[config.mk]
export PLATFORM = sky130hd
export DESIGN_NAME = ssp_serdes
export DESIGN_NICKNAME = d
export VERILOG_FILES = /design/src/rtl/ssp_serdes.sv
export SDC_FILE = /design/constraint.sdc
export NUM_CORES = 1
export LEC_CHECK = 0
export ABC_AREA = 0
export BUFFER_PORTS_ARGS = -buffer_cell sky130_fd_sc_hd__buf_2
export CORE_MARGIN = 2
export CORE_UTILIZATION = 55
export DETAILED_ROUTE_END_ITERATION = 10
export GPL_TIMING_DRIVEN = 0
export PLACE_DENSITY = 0.82
export RECOVER_POWER = 50
export SYNTH_ARGS = -nofsm -noshare
export SYNTH_HDL_FRONTEND = slang
export SYNTH_SLANG_ARGS = --single-unit
[constraint.sdc]
create_clock -name PCLK -period 2.5 [get_ports PCLK]
set_clock_uncertainty 0.15 [all_clocks]
set_input_delay 0.25 -clock PCLK [delete_from_list [all_inputs] [get_ports PCLK]]
set_output_delay 0.25 -clock PCLK [all_outputs]
set_load 0.01 [all_outputs]
[src/rtl/ssp_serdes.sv]
// TI synchronous-serial SSP serialiser/deserialiser: divided SSPCLKOUT, MSB-first transmit, synchronised receive.
// Latency: TX word starts one SSPCLKOUT period (frame pulse) after the pop; RX strobe 3 PCLK after LSB sample edge.
// Backpressure: none on the FIFO side; TxIsEmpty is only looked at on tick_rise, RxNextWord must be accepted.
module ssp_serdes #(
    parameter int DATA_WIDTH = 8,
    parameter int CLK_DIV    = 2
) (
    input  logic                  PCLK,
    input  logic                  CLEAR_B,
    input  logic                  LBM,
    input  logic [DATA_WIDTH-1:0] TxData,
    input  logic                  TxIsEmpty,
    output logic                  TxNextWord,
    output logic [DATA_WIDTH-1:0] RxData,
    output logic                  RxNextWord,
    input  logic                  SSPCLKIN,
    input  logic                  SSPFSSIN,
    input  logic                  SSPRXD,
    output logic                  SSPCLKOUT,
    output logic                  SSPFSSOUT,
    output logic                  SSPTXD,
    output logic                  SSPOE_B
);
    localparam int DIV_W = $clog2(CLK_DIV);
    localparam int CNT_W = $clog2(DATA_WIDTH);
    localparam logic [DIV_W-1:0] DIV_LAST = DIV_W'(CLK_DIV - 1);
    localparam logic [DIV_W-1:0] DIV_HALF = DIV_W'(CLK_DIV / 2);
    localparam logic [CNT_W-1:0] CNT_LAST = CNT_W'(DATA_WIDTH - 1);

    logic [DIV_W-1:0] div_cnt;
    logic [DIV_W-1:0] div_nxt;
    logic             tick_rise;

    assign div_nxt   = (div_cnt == DIV_LAST) ? '0 : div_cnt + DIV_W'(1);
    assign tick_rise = (div_cnt == DIV_HALF - DIV_W'(1));

    always_ff @(posedge PCLK or negedge CLEAR_B) begin
        if (!CLEAR_B) begin
            div_cnt   <= '0;
            SSPCLKOUT <= 1'b0;
        end else begin
            div_cnt   <= div_nxt;
            SSPCLKOUT <= (div_nxt >= DIV_HALF);
        end
    end

    typedef enum logic [1:0] {TX_IDLE, TX_FRAME, TX_SHIFT} tx_state_t;

    tx_state_t             tx_state;
    logic [DATA_WIDTH-1:0] shift_out;
    logic [CNT_W-1:0]      bit_cnt;
    logic                  pend;
    logic                  tx_load;

    assign tx_load    = ((tx_state == TX_IDLE) && !TxIsEmpty) ||
                        ((tx_state == TX_SHIFT) && (bit_cnt == '0) && pend);
    // Gated by CLEAR_B so no pop can escape while the block is held in reset.
    assign TxNextWord = CLEAR_B && tick_rise && tx_load;
    assign SSPTXD     = !SSPOE_B && shift_out[DATA_WIDTH-1];

    always_ff @(posedge PCLK or negedge CLEAR_B) begin
        if (!CLEAR_B) begin
            tx_state  <= TX_IDLE;
            shift_out <= '0;
            bit_cnt   <= '0;
            pend      <= 1'b0;
            SSPFSSOUT <= 1'b0;
            SSPOE_B   <= 1'b1;
        end else if (tick_rise) begin
            case (tx_state)
                TX_IDLE: begin
                    if (!TxIsEmpty) begin
                        shift_out <= TxData;
                        SSPFSSOUT <= 1'b1;
                        tx_state  <= TX_FRAME;
                    end
                end
                TX_FRAME: begin
                    SSPFSSOUT <= 1'b0;
                    SSPOE_B   <= 1'b0;
                    bit_cnt   <= CNT_LAST;
                    tx_state  <= TX_SHIFT;
                end
                TX_SHIFT: begin
                    if (bit_cnt != '0) begin
                        shift_out <= {shift_out[DATA_WIDTH-2:0], 1'b0};
                        bit_cnt   <= bit_cnt - CNT_W'(1);
                        // Frame pulse for a follow-on word overlaps this word's LSB.
                        if (bit_cnt == CNT_W'(1)) begin
                            SSPFSSOUT <= !TxIsEmpty;
                            pend      <= !TxIsEmpty;
                        end
                    end else if (pend) begin
                        shift_out <= TxData;
                        SSPFSSOUT <= 1'b0;
                        pend      <= 1'b0;
                        bit_cnt   <= CNT_LAST;
                    end else begin
                        SSPOE_B  <= 1'b1;
                        tx_state <= TX_IDLE;
                    end
                end
                default: tx_state <= TX_IDLE;
            endcase
        end
    end

    logic       clk_src, fss_src, rxd_src;
    logic [1:0] clk_sync, fss_sync, rxd_sync;
    logic       clk_hist;
    logic       rx_sample;

    assign clk_src   = LBM ? SSPCLKOUT : SSPCLKIN;
    assign fss_src   = LBM ? SSPFSSOUT : SSPFSSIN;
    assign rxd_src   = LBM ? SSPTXD    : SSPRXD;
    assign rx_sample = clk_hist && !clk_sync[1];

    always_ff @(posedge PCLK or negedge CLEAR_B) begin
        if (!CLEAR_B) begin
            clk_sync <= '0;
            fss_sync <= '0;
            rxd_sync <= '0;
            clk_hist <= 1'b0;
        end else begin
            clk_sync <= {clk_sync[0], clk_src};
            fss_sync <= {fss_sync[0], fss_src};
            rxd_sync <= {rxd_sync[0], rxd_src};
            clk_hist <= clk_sync[1];
        end
    end

    typedef enum logic {RX_IDLE, RX_SHIFT} rx_state_t;

    rx_state_t             rx_state;
    logic [DATA_WIDTH-2:0] shift_in;
    logic [CNT_W-1:0]      rx_cnt;

    always_ff @(posedge PCLK or negedge CLEAR_B) begin
        if (!CLEAR_B) begin
            rx_state   <= RX_IDLE;
            shift_in   <= '0;
            rx_cnt     <= '0;
            RxData     <= '0;
            RxNextWord <= 1'b0;
        end else begin
            RxNextWord <= 1'b0;
            if (rx_sample) begin
                case (rx_state)
                    RX_IDLE: begin
                        if (fss_sync[1]) begin
                            rx_cnt   <= '0;
                            rx_state <= RX_SHIFT;
                        end
                    end
                    RX_SHIFT: begin
                        if (rx_cnt == CNT_LAST) begin
                            RxData     <= {shift_in, rxd_sync[1]};
                            RxNextWord <= 1'b1;
                            rx_cnt     <= '0;
                            if (!fss_sync[1]) rx_state <= RX_IDLE;
                        end else if (fss_sync[1]) begin
                            rx_cnt <= '0;
                        end else begin
                            shift_in <= {shift_in[DATA_WIDTH-3:0], rxd_sync[1]};
                            rx_cnt   <= rx_cnt + CNT_W'(1);
                        end
                    end
                    default: rx_state <= RX_IDLE;
                endcase
            end
        end
    end
endmodule

# Yosys cells after proc, flatten, opt, wreduce, memory -nomap -nowiden
# Index checks and enable logic that the tools add are counted.
[op_classes] bitwise_logic=4 n_lt_le_gt_ge=1 n_addsub=3 eq_ne=11 mux=34 n_reduce_logical=26
[op_table] operator="$mux W8" n=3
[op_table] operator="$mux W1" n=16
[op_table] operator="$pmux W8 S2" n=1
[op_table] operator="$reduce_and A4 Y1" n=4
[op_table] operator="$mux W3" n=5
[op_table] operator="$pmux W3 S2" n=2
[op_table] operator="$reduce_and A3 Y1" n=3
[op_table] operator="$ne A2 B2 Y1 const B" n=4
[op_table] operator="$logic_and A1 B1 Y1" n=7
[op_table] operator="$mux W2" n=3
[op_table] operator="$ne A3 B2 Y1 const B" n=2
[op_table] operator="$pmux W2 S3" n=1
[op_table] operator="$reduce_bool A3 Y1" n=2
[op_table] operator="$reduce_and A5 Y1" n=1
[op_table] operator="$not A1 Y1" n=4
[op_table] operator="$pmux W1 S2" n=2
[op_table] operator="$reduce_bool A2 Y1" n=2
[op_table] operator="$add A3 B1 Y3 const B" n=1
[op_table] operator="$eq A3 B1 Y1 const B" n=1
[op_table] operator="$eq A3 B3 Y1 const B" n=1
[op_table] operator="$logic_not A1 Y1" n=3
[op_table] operator="$logic_not A3 Y1" n=1
[op_table] operator="$pmux W1 S3" n=1
[op_table] operator="$sub A3 B1 Y3 const B" n=1
[op_table] operator="other kinds (8)" n=8
[totals] out_inout_bits=14 register_bits=45

# Depth between registers and ports, before layout
# Gate-level depths: netlist (run 1).
[logic_depth] depth_word=5 ltp_mapped=7 ltp_nobuf=5

# Least setup slack after synthesis (run 1)
# Ideal clock, no wire load.
[synth_timing] kind="reg-to-reg" startpoint="reg rx_cnt[0]" endpoint="reg shift_in[0]" t_arrival_ns=1.563 path_buffers=1 required_time_ns=2.225 synth_period_minus_slack_ns=1.837 path_slack_ns=0.663 setup_time_ns=0.125 stages_incl_launch_ff=6 cell_sequence="dfrtp_1 ha_1 ha_1 clkbuf_1 nor3_4 mux2_2"
[synth_via] elab_chain_cells=3
[synth_lines] element="from (decl)" line="136" rtl="logic [CNT_W-1:0] rx_cnt;"
[synth_lines] element="from (signal assigned)" line="165" rtl="rx_cnt <= rx_cnt + CNT_W'(1);"
[synth_lines] element="$eq A3 B3 Y1" line="156" rtl="if (rx_cnt == CNT_LAST) begin"
[synth_lines] element="$not A1 Y1 (no source line)"
[synth_lines] element="$reduce_and A4 Y1 (no source line)"
[synth_lines] element="to (signal assigned)" line="164" rtl="shift_in <= {shift_in[DATA_WIDTH-3:0], rxd_sync[1]};"
[synth_lines] element="to (decl)" line="135" rtl="logic [DATA_WIDTH-2:0] shift_in;"
# No other way between the ends.
# A chain may end at the register's enable or synchronous reset.

# Worst setup path in the final report (run 1)
[layout_timing] startpoint="reg tx_state[0]" endpoint="out TxNextWord"
[layout_via] elab_chain_cells=5 elab_cells_between_ends=7 cone_classes="eq/ne (1); reduce/logical (6)"
[layout_lines] element="from (decl)" line="49" rtl="tx_state_t tx_state;"
[layout_lines] element="from (signal assigned)" line="63" rtl="tx_state <= TX_IDLE;"
[layout_lines] element="from (signal assigned)" line="75" rtl="tx_state <= TX_FRAME;"
[layout_lines] element="from (signal assigned)" line="82" rtl="tx_state <= TX_SHIFT;"
[layout_lines] element="$eq A2 B2 Y1" line="56" rtl="((tx_state == TX_SHIFT) && (bit_cnt == '0) && pend);"
[layout_lines] element="$logic_and A1 B1 Y1 (2 in series)" line="56"
[layout_lines] element="$logic_or A1 B1 Y1 *" line="55" rtl="assign tx_load = ((tx_state == TX_IDLE) && !TxIsEmpty) ||"
[layout_lines] element="$logic_and A1 B1 Y1 *" line="58" rtl="assign TxNextWord = CLEAR_B && tick_rise && tx_load;"
[layout_lines] element="to (decl)" line="13" rtl="output logic TxNextWord,"
# Mark *: on every way between the ends. The rest lies on a longest branch, timed or not.

==> reports/results.md, run 1 <==
| Metric | Reported | Unit |
|---|---|---|
| Fill cell instance count of the final layout | 304 | - |
| Wire length of the first global-routing pass | 6.78 | mm |
| Largest stage delay on the critical path | 420 | ps |
| Clock tree from TritonCTS | built | - |
| Avg Synthesized Cell Area | 11.8 | um2 |
| Maximum number of pins on one net before global-route repair | 46 | - |
| Number of enable flip-flop cells after synthesis | 0 | - |
| Critical-path top delay cell | sky130_fd_sc_hd__dfrtp_1 | - |
| Worst hold slack | 30.1 | ps |
| Shortest period the worst path allows | 2150 | ps |
| Clock net sink count | 44 | - |
| Detailed-route via count | 1475 | - |
| Most common cell in the netlist | sky130_fd_sc_hd__dfrtp_1 | - |
| Library cell used as clock root buffer | sky130_fd_sc_hd__clkbuf_8 | - |
| Data required time at the worst endpoint | 2100 | ps |
| Worst min-delay path category | in2reg | - |
| Leakage dissipation | 1.15 | nW |
| Synthesized instance count | 177 | - |
| PnR worst setup slack | 355 | ps |
| Via count of the first global-routing pass | 1426 | - |
| Fmax | 466 | MHz |
| Number of input and output port buffers inserted | 28 | - |
| Horizontal extent of the die | 65.6 | um |
| Grt total ovfl | 0 | - |
| Endpoint class of the critical path | output port | - |
| Status | finished clean | - |
| H-tree depth | 2 | - |
| Ant diodes | 0 | - |
| Clock slew at reported path FFs | 80 | ps |
| Last weighted congestion value of the routability-driven placer | 0.775 | - |
| Synth async-reset ratio | 100 | % |
| Total power divided by cell area | 910 | mW/mm2 |
| Clock latency reported for the late side of the worst-skew pair | 300 | ps |
| Synth top cells by count | sky130_fd_sc_hd__dfrtp_1 (43), sky130_fd_sc_hd__mux2_2 (20), sky130_fd_sc_hd__a31oi_1 (16) | - |
| Primary flip-flop cell chosen by synthesis mapping | sky130_fd_sc_hd__dfrtp_1 | - |
| Share of the clock period used by the worst path after layout | 85.8 | % |
| Hpwl dp | 2.64 | mm |
| Number of standard cells in the final layout excluding fillers | 262 | - |
| Worst Path Max Fanout | 8 | - |
| Arrival time of the worst setup path | 1750 | ps |
| Worst Path Buf+Inv | 2 | - |
| Final total negative setup slack | 0 | ps |
| Final Hold Vio Count | 0 | - |
| Number of buffers created by CTS | 5 | - |
| Worst slew slack as a fraction of its limit | 61.1 | % |
| Transition time at the pin with the least slew margin | 583 | ps |
| Number of placed instances, taps included | 253 | - |
| Detailed Route WL | 3.80 | mm |
| Worst-case setup slack after placement | 493 | ps |
| Ports placed on the boundary | 29 | - |
| Layout overhead on the synthesized area | 15.7 | % |
| Wire per inst | 14.5 | um |
| Net total in the final layout | 238 | - |
| # DRC | 0 | - |
| Yosys warns | 0 | - |
| Antenna violations before repair | 0 | - |
| Post-Layout Inst Area | 0.00241 | mm2 |
| Worst ir drop on vdd | 0.000626 | V |
| Netlist Area Pre-Place | 0.00208 | mm2 |
| Ratio of cells with drive above 1 in the final layout | 30.4 | % |
| Routed via count divided by cell count | 5.63 | - |
| WHS Path Cells | 2 | - |
| Post-Syn Nets | 202 | - |
| Flop and latch count out of synthesis | 44 | - |
| Std-Cell Rows | 22 | - |
| Share of Yosys cell area claimed by the top area cell type | 51.6 | % |
| Yosys cell types | 37 | - |
| Combined flip-flop and latch cell area | 0.00110 | mm2 |
| Kind of cell adding the most delay to the critical path | flip-flops | - |
| Footprint of the multi-input gates | 873 | um2 |
| Area after DPL | 0.00228 | mm2 |
| Detailed-routing iteration count for the pre-antenna-repair pass | 4 | - |
| Post-synthesis sequential area ratio | 52.9 | % |
| Cells traversed along the worst timing path | inv_1 > ha_1 > and4b_1 > a21oi_1 > nor3b_1 > buf_2 | - |
| Die ar. | 0.00430 | mm2 |
| Type of the worst setup path | reg2out | - |
| Top area cells in the synthesized netlist | sky130_fd_sc_hd__dfrtp_1 (52%), sky130_fd_sc_hd__mux2_2 (11%), sky130_fd_sc_hd__ha_1 (6.0%) | - |
| Vert. Die Dim | 65.6 | um |
| Count of antenna-violating nets left after detailed routing | 0 | - |
| Max Buffers Root-to-Sink | 2 | - |
| Critical path launch point type | flop | - |
| Pins over their slew limit | 0 | - |
| Violation count after the first detailed-route iteration | 93 | - |
| Core outline area | 0.00366 | mm2 |
| Depth of the worst register-to-register path | 5 | - |
| Initial Utilization | 56.9 | % |
| # Max-Cap Violations | 0 | - |
| Setup repair after global routing missed its margin | no | - |
| Number of setup violations in the final report | 0 | - |
| Combined global-route utilization of all metal layers | 20.9 | % |
| Critical path depth in cells | 6 | - |
| Most area-hungry cell type in the Yosys netlist | sky130_fd_sc_hd__dfrtp_1 | - |
[metal layers]
| layer | up-vias | part of all wire (%) | global-route usage [%] | wire, um |
|---|---|---|---|---|
| met5 | - | 0 | 0 | 0 |
| met4 | 0 | 0.92 | 7.55 | 35 |
| met3 | 4 | 4.2 | 5.82 | 160 |
| met2 | 35 | 50 | 33.0 | 1890 |
| met1 | 726 | 45 | 27.5 | 1720 |
| li1 | 710 | - | - | - |
[worst register-to-register path: stages, from the launching register on]
cell and delay [ps]:
sky130_fd_sc_hd__dfrtp_1 410, sky130_fd_sc_hd__ha_1 200, sky130_fd_sc_hd__ha_1 170, sky130_fd_sc_hd__clkbuf_1 190, sky130_fd_sc_hd__nor3_4 390, sky130_fd_sc_hd__mux2_2 390
[path summary, 6_finish.rpt]
kind,startpoint,endpoint,slack [ps]
worst max-delay path,tx_state[0],TxNextWord,350
worst min-delay path,SSPFSSIN,fss_sync[0],30
worst max register to register,rx_cnt[0],shift_in[4],490
worst min register to register,fss_sync[0],fss_sync[1],200
max in group asynchronous,CLEAR_B,bit_cnt[2],1450
min in group asynchronous,CLEAR_B,shift_in[0],360
[cells by family (layout without fill, tap and decap cells)]
| group | after synthesis | after routing | synth area share, % |
|---|---|---|---|
| flip-flops | 44 | 44 | 52.9 |
| buffers and inverters | 24 | 61 | 5.22 |
| AND/OR/NAND/NOR | 31 | 31 | 9.78 |
| AO/OA/AOI/OAI | 44 | 44 | 13.4 |
| adder cells (fa/ha/maj) | 10 | 10 | 6.00 |
| multiplexers | 24 | 24 | 12.7 |
[through the flow]
step,util [%],power [mW]
floorplan,-,1.46
global placement,62.4,1.62
detailed placement,62.4,1.66
CTS,65.8,2.23
global route,65.9,2.36
finish,65.9,2.20
[cell type report]
| type | count | area share, % |
|---|---|---|
| clock inverter | 3 | 1.92 |
| tap | 48 | 2.49 |
| sequential | 44 | 45.7 |
| buffer | 10 | 2.33 |
| inverter | 14 | 2.18 |
| clock buffer | 5 | 2.85 |
| timing repair buffer | 29 | 6.33 |
| multi-input combinational | 109 | 36.2 |
[timing repair]
action	4_1_cts	5_1_grt
resized for setup	0	1
buffers inserted	0	0
endpoints found under the setup margin	0	1
hold endpoints to repair	43	0
hold buffers	1	0
[layout by cell type, fill, tap and decap left out, types with 2 or more instances in the layout]
master | synthesis | routed
sky130_fd_sc_hd__nor3b_1 | 3 | 3
sky130_fd_sc_hd__buf_6 | 2 | 2
sky130_fd_sc_hd__nand2b_1 | 2 | 2
sky130_fd_sc_hd__mux2_2 | 20 | 20
sky130_fd_sc_hd__o41ai_1 | 3 | 3
sky130_fd_sc_hd__nor2b_1 | 3 | 3
sky130_fd_sc_hd__nand2_1 | 2 | 2
sky130_fd_sc_hd__dfrtp_1 | 43 | 43
sky130_fd_sc_hd__buf_2 | 3 | 30
sky130_fd_sc_hd__nor2_1 | 3 | 3
sky130_fd_sc_hd__inv_1 | 14 | 14
sky130_fd_sc_hd__mux2i_1 | 4 | 4
sky130_fd_sc_hd__nand3_1 | 7 | 7
sky130_fd_sc_hd__a31oi_1 | 16 | 16
sky130_fd_sc_hd__clkbuf_1 | 4 | 4
sky130_fd_sc_hd__a21oi_1 | 3 | 3
sky130_fd_sc_hd__and3_1 | 2 | 2
sky130_fd_sc_hd__o21ai_0 | 15 | 15
sky130_fd_sc_hd__clkbuf_8 | 0 | 5
sky130_fd_sc_hd__ha_1 | 10 | 10
[where the power goes]
part / switching (mW) / leakage (nW) / total [mW] / internal [mW]
Clock: 0.257 / 0.0548 / 0.558 / 0.301
Sequential: 0.135 / 0.531 / 1.05 / 0.912
Combinational: 0.321 / 0.559 / 0.591 / 0.270
Total: 0.713 / 1.15 / 2.20 / 1.48
[registers in the layout (all words and copies together) (netlist names)]
name	flops
RxData	8
RxNextWord	1
SSPCLKOUT	1
SSPFSSOUT	1
SSPOE_B	1
bit_cnt	3
clk_hist	1
clk_sync	2
fss_sync	2
pend	1
rx_cnt	3
rx_state	1
rxd_sync	2
shift_in	7
shift_out	8
tx_state	2
Power figures use the tool's default switching activity.
==> run 2: changes to the inputs <==
==> constraint.sdc (replaced) <==
create_clock -name PCLK -period 2.05 [get_ports PCLK]
set_clock_uncertainty 0.15 [all_clocks]
set_input_delay 0.205 -clock PCLK [delete_from_list [all_inputs] [get_ports PCLK]]
set_output_delay 0.205 -clock PCLK [all_outputs]
set_load 0.01 [all_outputs]
==> run 2 against run 1 <==
  * The run now ends with hold timing left
  * Global-route usage rose by 0.63 points
  * Worst hold slack got worse by 140 ps
  * Design area rose by 2.9%
  * Cell count rose by 1.1%
  * Combinational power rose by 27%
  * Critical path depth did not move
  * Non-clock buffer count rose by 3
  * Total power rose by 24%
  * Clock-buffer cell count did not move
  * Clock power rose by 23%
  * Largest power group unchanged
==> reports/results.md, run 2 (synthesized netlist as in run 1, its figures left out) <==
| Metric | Reported | Unit | vs previous |
|---|---|---|---|
| Internal Pwr Total | 1.83 | mW | +23% |
| Worst Path Max Fanout | 8 | - | unchanged |
| Depth of the worst register-to-register path | 5 | - | unchanged |
| Layout overhead on the synthesized area | 19.0 | % |  |
| Horizontal extent of the die | 65.6 | um | unchanged |
| Number of input and output port buffers inserted | 28 | - | unchanged |
| Routed via count divided by cell count | 5.62 | - | -0.13% |
| Launch instance of the worst register-to-register path | tx_state[0] | - |  |
| Commonest non-fill, non-tap cells in the layout | sky130_fd_sc_hd__dfrtp_1 (43), sky130_fd_sc_hd__buf_2 (30), sky130_fd_sc_hd__mux2_2 (20) | - |  |
| Wire per inst | 14.7 | um | +1.2% |
| Net switching power of the design | 894 | uW | +25% |
| Type of the worst setup path | reg2out | - |  |
| Cells traversed along the worst timing path | inv_1 > ha_4 > and4b_1 > a21oi_1 > nor3b_2 > buf_2 | - |  |
| Combined global-route utilization of all metal layers | 21.5 | % | +0.63 points |
| Violation count after the first detailed-route iteration | 122 | - | +31% |
| Via count of the first global-routing pass | 1452 | - | +1.8% |
| Antenna violations before repair | 0 | - | unchanged |
| Ant diodes | 0 | - | unchanged |
| Detailed Route WL | 3.89 | mm | +2.3% |
| Largest stage delay on the critical path | 420 | ps | about the same |
| Grt total ovfl | 0 | - | unchanged |
| Clock net sink count | 44 | - | unchanged |
| Critical path launch point type | flop | - |  |
| Critical-path top delay cell | sky130_fd_sc_hd__dfrtp_1 | - |  |
| Ports placed on the boundary | 29 | - | unchanged |
| Net total in the final layout | 241 | - | +1.3% |
| Number of standard cells in the final layout excluding fillers | 265 | - | +1.1% |
| Core outline area | 0.00366 | mm2 | unchanged |
| Final total negative setup slack | 0 | ps | unchanged |
| Worst hold slack | -105 | ps | -135 ps |
| Transition time at the pin with the least slew margin | 944 | ps | +361 ps |
| Library cell used as clock root buffer | sky130_fd_sc_hd__clkbuf_8 | - |  |
| Ratio of cells with drive above 1 in the final layout | 32.3 | % | +1.9 points |
| Post-Layout Inst Area | 0.00248 | mm2 | +2.9% |
| Number of buffers created by CTS | 5 | - | unchanged |
| Number of placed instances, taps included | 253 | - | unchanged |
| Clock slew at reported path FFs | 90 | ps | about the same |
| Data required time at the worst endpoint | 1690 | ps | -410 ps |
| Worst ir drop on vdd | 0.000752 | V | +20% |
| Failing checks | hold timing | - |  |
| Pins over their slew limit | 0 | - | unchanged |
| Number of setup violations in the final report | 0 | - | unchanged |
| Share of power burned in combinational logic | 27.6 | % | +0.7 points |
| Clock share of power | 25.2 | % | -0.2 points |
| # DRC | 0 | - | unchanged |
| Setup slack on the worst flop-to-flop path | 130 | ps | -360 ps |
| Detailed-route via count | 1490 | - | +1.0% |
| Clock tree from TritonCTS | built | - |  |
| Area after DPL | 0.00228 | mm2 | unchanged |
| Worst slew slack as a fraction of its limit | 37.1 | % | -24 points |
| Clock latency reported for the late side of the worst-skew pair | 300 | ps | about the same |
| Max Buffers Root-to-Sink | 2 | - | unchanged |
| Share of the clock period used by the worst path after layout | 96.1 | % |  |
| Vert. Die Dim | 65.6 | um | unchanged |
| Fmax | 508 | MHz |  |
| Endpoint class of the critical path | output port | - |  |
| Most common cell after layout, fill and taps aside | sky130_fd_sc_hd__dfrtp_1 | - |  |
| Count of antenna-violating nets left after detailed routing | 0 | - | unchanged |
| Wire length of the first global-routing pass | 6.98 | mm | +2.9% |
| Die ar. | 0.00430 | mm2 | unchanged |
| Leakage dissipation | 1.16 | nW | +1.6% |
| Std-Cell Rows | 22 | - | unchanged |
| # Max-Cap Violations | 0 | - | unchanged |
| PnR worst setup slack | 79.8 | ps | -275 ps |
| Initial Utilization | 56.9 | % | unchanged |
| Status | complete, but fails checks | - |  |
| Number of buffers inserted for hold repair after clock tree synthesis | 3 | - | +2 |
| Setup repair after global routing missed its margin | yes | - |  |
| Worst-case setup slack after placement | 43.3 | ps | -450 ps |
| Hpwl dp | 2.64 | mm | unchanged |
| Launching element of the worst setup path | tx_state[0] | - |  |
| Worst Setup EP | TxNextWord | - |  |
| Worst min-delay path category | in2async | - |  |
| Sw Share | 32.9 | % | +0.38 points |
| Arrival time of the worst setup path | 1620 | ps | -130 ps |
| Shortest period the worst path allows | 1970 | ps |  |
| H-tree depth | 2 | - | unchanged |
| Maximum number of pins on one net before global-route repair | 46 | - | unchanged |
| Registers with the highest flip-flop counts | RxData: 8 flops, shift_out: 8 flops, shift_in: 7 flops | - |  |
| Proportion of power drawn by flip-flops and latches | 47.2 | % | -0.5 points |
| Total power divided by cell area | 1100 | mW/mm2 | +20% |
| Last weighted congestion value of the routability-driven placer | 0.775 | - | unchanged |
| Detailed-routing iteration count for the pre-antenna-repair pass | 4 | - | unchanged |
| Final Hold Vio Count | 43 | - | +43 |
| End of the worst register-to-register path | tx_state[0] | - |  |
-- run 2: area by class of cell --
class	count	area [um2]
Fill cell	291	1180
Sequential cell	44	1100
Multi-Input combinational cell	109	898
Timing Repair Buffer	32	190
Clock buffer	5	68.8
Buffer	10	62.6
Tap cell	48	60.1
Inverter	14	52.6
Clock inverter	3	46.3
-- run 2: per-stage QoR --
stage / total power, mW / util [%]
floorplan: 1.79 / -
global placement: 1.98 / 62.4
detailed placement: 2.02 / 62.4
CTS: 2.74 / 66.8
global route: 2.92 / 67.8
finish: 2.72 / 67.8
-- run 2: worst max-delay path: cells and delay by family, from the launching register on --
kind,cells,cell delay [ps]
compound gates,1,50
fa+ha+maj,1,190
buf+inv,2,310
flops,1,420
simple gates,2,340
-- run 2: layer usage --
layer,vias up,track usage (%),wire length (um)
met3,4,5.82,170
met2,38,34.2,1920
met1,732,28.4,1770
met4,0,7.55,35
met5,-,0,0
li1,716,-,-
-- run 2: worst min path at each step --
stage                      startpoint          end
after floorplan               CLEAR_B    RxData[0]
after global placement    clk_sync[0]  clk_sync[1]
after detailed placement  rxd_sync[0]  rxd_sync[1]
after CTS                     CLEAR_B    RxData[1]
after global routing          CLEAR_B  tx_state[1]
final                         CLEAR_B    rx_cnt[0]
-- run 2: repair_timing --
| action | 4_1_cts | 5_1_grt |
|---|---|---|
| setup buffers | 0 | 1 |
| pin swaps | 0 | 1 |
| setup endpoints to repair | 1 | 10 |
| resized for setup | 4 | 3 |
| endpoints found under the hold margin | 46 | 43 |
-- run 2: power by group through the flow --
stage          combinational, mW  clock [mW]  sequential (mW)
2_1_floorplan              0.529           0             1.26
3_3_place_gp               0.695           0             1.28
3_5_place_dp               0.721           0             1.30
4_1_cts                    0.743       0.705             1.29
5_1_grt                    0.850       0.749             1.32
6_report                   0.751       0.686             1.29
==> run 3: changes to the inputs <==
--- a/config.mk
+++ b/config.mk
@@ -13,6 +13,7 @@
 export GPL_TIMING_DRIVEN = 0
 export PLACE_DENSITY = 0.82
 export RECOVER_POWER = 50
+export SETUP_SLACK_MARGIN = 0.4
 export SYNTH_ARGS = -nofsm -noshare
 export SYNTH_HDL_FRONTEND = slang
 export SYNTH_SLANG_ARGS = --single-unit
==> run 3 against run 2 <==
  * The flow still finishes with violations (hold timing)
  * Utilization up 13 points
  * Highest routed layer unchanged
  * Combinational power is 64% higher
  * Largest cell class is now multi-input combinational cells
  * Cell count rose by 7.9%
  * Critical endpoint unchanged
  * Global-route usage is 1.1 points higher
  * Design area increased by 19%
  * Non-clock buffer count is 20 higher
  * Clock power down 5.2%
  * Critical path type unchanged
  * Register-to-register slack better by 70 ps
  * Clock-buffer cell count increased by 1
  * Worst hold slack gained 7.8 ps
  * Total power rose by 18%
  * Die area unchanged
==> reports/results.md, run 3 (synthesized netlist as in run 1, its figures left out) <==
| Metric | Reported | Unit | vs previous |
|---|---|---|---|
| Number of standard cells in the final layout excluding fillers | 286 | - | +7.9% |
| Detailed-route via count | 1640 | - | +10% |
| Data required time at the worst endpoint | 1690 | ps | about the same |
| Type of the worst setup path | reg2out | - |  |
| Violation count after the first detailed-route iteration | 53 | - | -57% |
| Maximum number of pins on one net before global-route repair | 46 | - | unchanged |
| Hpwl dp | 2.65 | mm | +0.39% |
| Most common cell after layout, fill and taps aside | sky130_fd_sc_hd__dfrtp_1 | - |  |
| Library cell used as clock root buffer | sky130_fd_sc_hd__clkbuf_8 | - |  |
| Clock slew at reported path FFs | 80 | ps | about the same |
| Shortest period the worst path allows | 1900 | ps | -74.7 ps |
| Detailed Route WL | 4.84 | mm | +24% |
| Commonest non-fill, non-tap cells in the layout | sky130_fd_sc_hd__dfrtp_1 (42), sky130_fd_sc_hd__buf_2 (27), sky130_fd_sc_hd__buf_4 (17) | - |  |
| Clock net sink count | 44 | - | unchanged |
| Combined global-route utilization of all metal layers | 22.6 | % | +1.1 points |
| Worst min-delay path category | in2async | - |  |
| Worst hold slack | -97.5 | ps | +7.80 ps |
| Cells traversed along the worst timing path | inv_2 > ha_4 > buf_6 > and4b_1 > a21oi_2 > nor3b_2 > buf_2 | - |  |
| Share of the clock period used by the worst path after layout | 92.5 | % | -3.6 points |
| Pins over their slew limit | 0 | - | unchanged |
| Number of setup violations in the final report | 0 | - | unchanged |
| Ports placed on the boundary | 29 | - | unchanged |
| Number of buffers created by CTS | 5 | - | unchanged |
| Die ar. | 0.00430 | mm2 | unchanged |
| Initial Utilization | 56.9 | % | unchanged |
| Via count of the first global-routing pass | 1615 | - | +11% |
| Arrival time of the worst setup path | 1540 | ps | -80 ps |
| Wire per inst | 16.9 | um | +15% |
| Worst Path Buf+Inv | 3 | - | +1 |
| Max Buffers Root-to-Sink | 2 | - | unchanged |
| Number of input and output port buffers inserted | 28 | - | unchanged |
| Leakage dissipation | 1.31 | nW | +13% |
| # DRC | 0 | - | unchanged |
| Grt total ovfl | 0 | - | unchanged |
| Wire length of the first global-routing pass | 7.41 | mm | +6.1% |
| Worst Path Max Fanout | 3 | - | -5 |
| Count of antenna-violating nets left after detailed routing | 0 | - | unchanged |
| Horizontal extent of the die | 65.6 | um | unchanged |
| Std-Cell Rows | 22 | - | unchanged |
| # Max-Cap Violations | 0 | - | unchanged |
| Largest stage delay on the critical path | 390 | ps | -30 ps |
| Setup repair after global routing missed its margin | yes | - |  |
| Critical path launch point type | flop | - |  |
| Failing checks | hold timing | - |  |
| Vert. Die Dim | 65.6 | um | unchanged |
| Clock latency reported for the late side of the worst-skew pair | 300 | ps | about the same |
| Clock tree from TritonCTS | built | - |  |
| Transition time at the pin with the least slew margin | 953 | ps | +8.98 ps |
| Final Hold Vio Count | 43 | - | unchanged |
| Layout overhead on the synthesized area | 41.4 | % |  |
| Fill cell instance count of the final layout | 209 | - | -28% |
| Fmax | 528 | MHz | +3.9% |
| Net total in the final layout | 262 | - | +8.7% |
| Final total negative setup slack | 0 | ps | unchanged |
| Antenna violations before repair | 0 | - | unchanged |
| H-tree depth | 2 | - | unchanged |
| Status | complete, but fails checks | - |  |
| Registers with the highest flip-flop counts | RxData: 8 flops, shift_out: 8 flops, shift_in: 7 flops | - |  |
| Setup slack on the worst flop-to-flop path | 200 | ps | +70 ps |
| Kind of cell adding the most delay to the critical path | flip-flops | - |  |
| Ant diodes | 0 | - | unchanged |
| Routed via count divided by cell count | 5.73 | - | +2.0% |
| Total power divided by cell area | 1090 | mW/mm2 | -0.36% |
| Detailed-routing iteration count for the pre-antenna-repair pass | 4 | - | unchanged |
| Endpoint class of the critical path | output port | - |  |
| Worst slew slack as a fraction of its limit | 36.5 | % | -0.60 points |
| Core outline area | 0.00366 | mm2 | unchanged |
| Critical-path top delay cell | sky130_fd_sc_hd__dfrtp_1 | - |  |
| Number of placed instances, taps included | 253 | - | unchanged |
| Worst ir drop on vdd | 0.000785 | V | +4.5% |
| Ratio of cells with drive above 1 in the final layout | 50.0 | % | +18 points |
| Last weighted congestion value of the routability-driven placer | 0.759 | - | -2.1% |
run 3: cell count changes in the layout (fill, tap and decap cells not counted), sizes merged:
cell / delta
inv: -1
dlygate4sd3: -1
nand3: +1
clkbuf: +3
clkinv: +1
clkinvlp: -1
buf: +19
run 3: final cells by class:
cell class	instances	area (um2)	area share [%]
clock buffer	6	72.6	2.46
multi-input combinational	110	1180	40.0
timing repair buffer	52	359	12.2
sequential	44	1100	37.5
inverter	14	52.6	1.78
clock inverter	2	35.0	1.19
buffer	10	83.8	2.85
tap	48	60.1	2.04
run 3: what timing repair did:
action,CTS,global route
hold buffers,1,1
gates resized for setup,24,27
pin swaps,13,7
cloned,0,1
setup endpoints to repair,28,35
buffers inserted,18,4
hold endpoints to repair,44,20
run 3: final timing paths:
check	startpoint	end	cells past startpoint
max	bit_cnt[0]	TxNextWord	7
min	CLEAR_B	rx_cnt[0]	1
max reg2reg	bit_cnt[0]	tx_state[0]	8
min reg2reg	fss_sync[0]	fss_sync[1]	0
max in group asynchronous	CLEAR_B	tx_state[1]	1
min in group PCLK	SSPRXD	rxd_sync[0]	2
run 3: metrics by stage:
stage	power [mW]	cell area [um2]	setup WS [ps]	hold WS (ps)	utilization, %
after floorplan	1.85	2140	316	-241	-
after detailed placement	2.09	2340	151	187	63.9
after CTS	2.94	2720	110	-60.7	74.4
after global placement	2.05	2340	216	183	63.9
after global routing	3.41	2950	73.6	-6.97	80.5
final	3.22	2950	154	-97.5	80.5
run 3: routing by layer:
layer	vias up	global-route usage [%]	routed length (um)
li1	764	-	-
met1	816	27.7	2020
met2	40	39.3	2450
met3	20	5.65	181
met4	0	7.03	185
met5	-	0	0
run 3: report_power, final:
part / total (mW) / internal (mW) / switching [mW]
combinational: 1.23 / 0.639 / 0.589
sequential: 1.34 / 1.12 / 0.225
clock: 0.650 / 0.362 / 0.288
total: 3.22 / 2.12 / 1.10
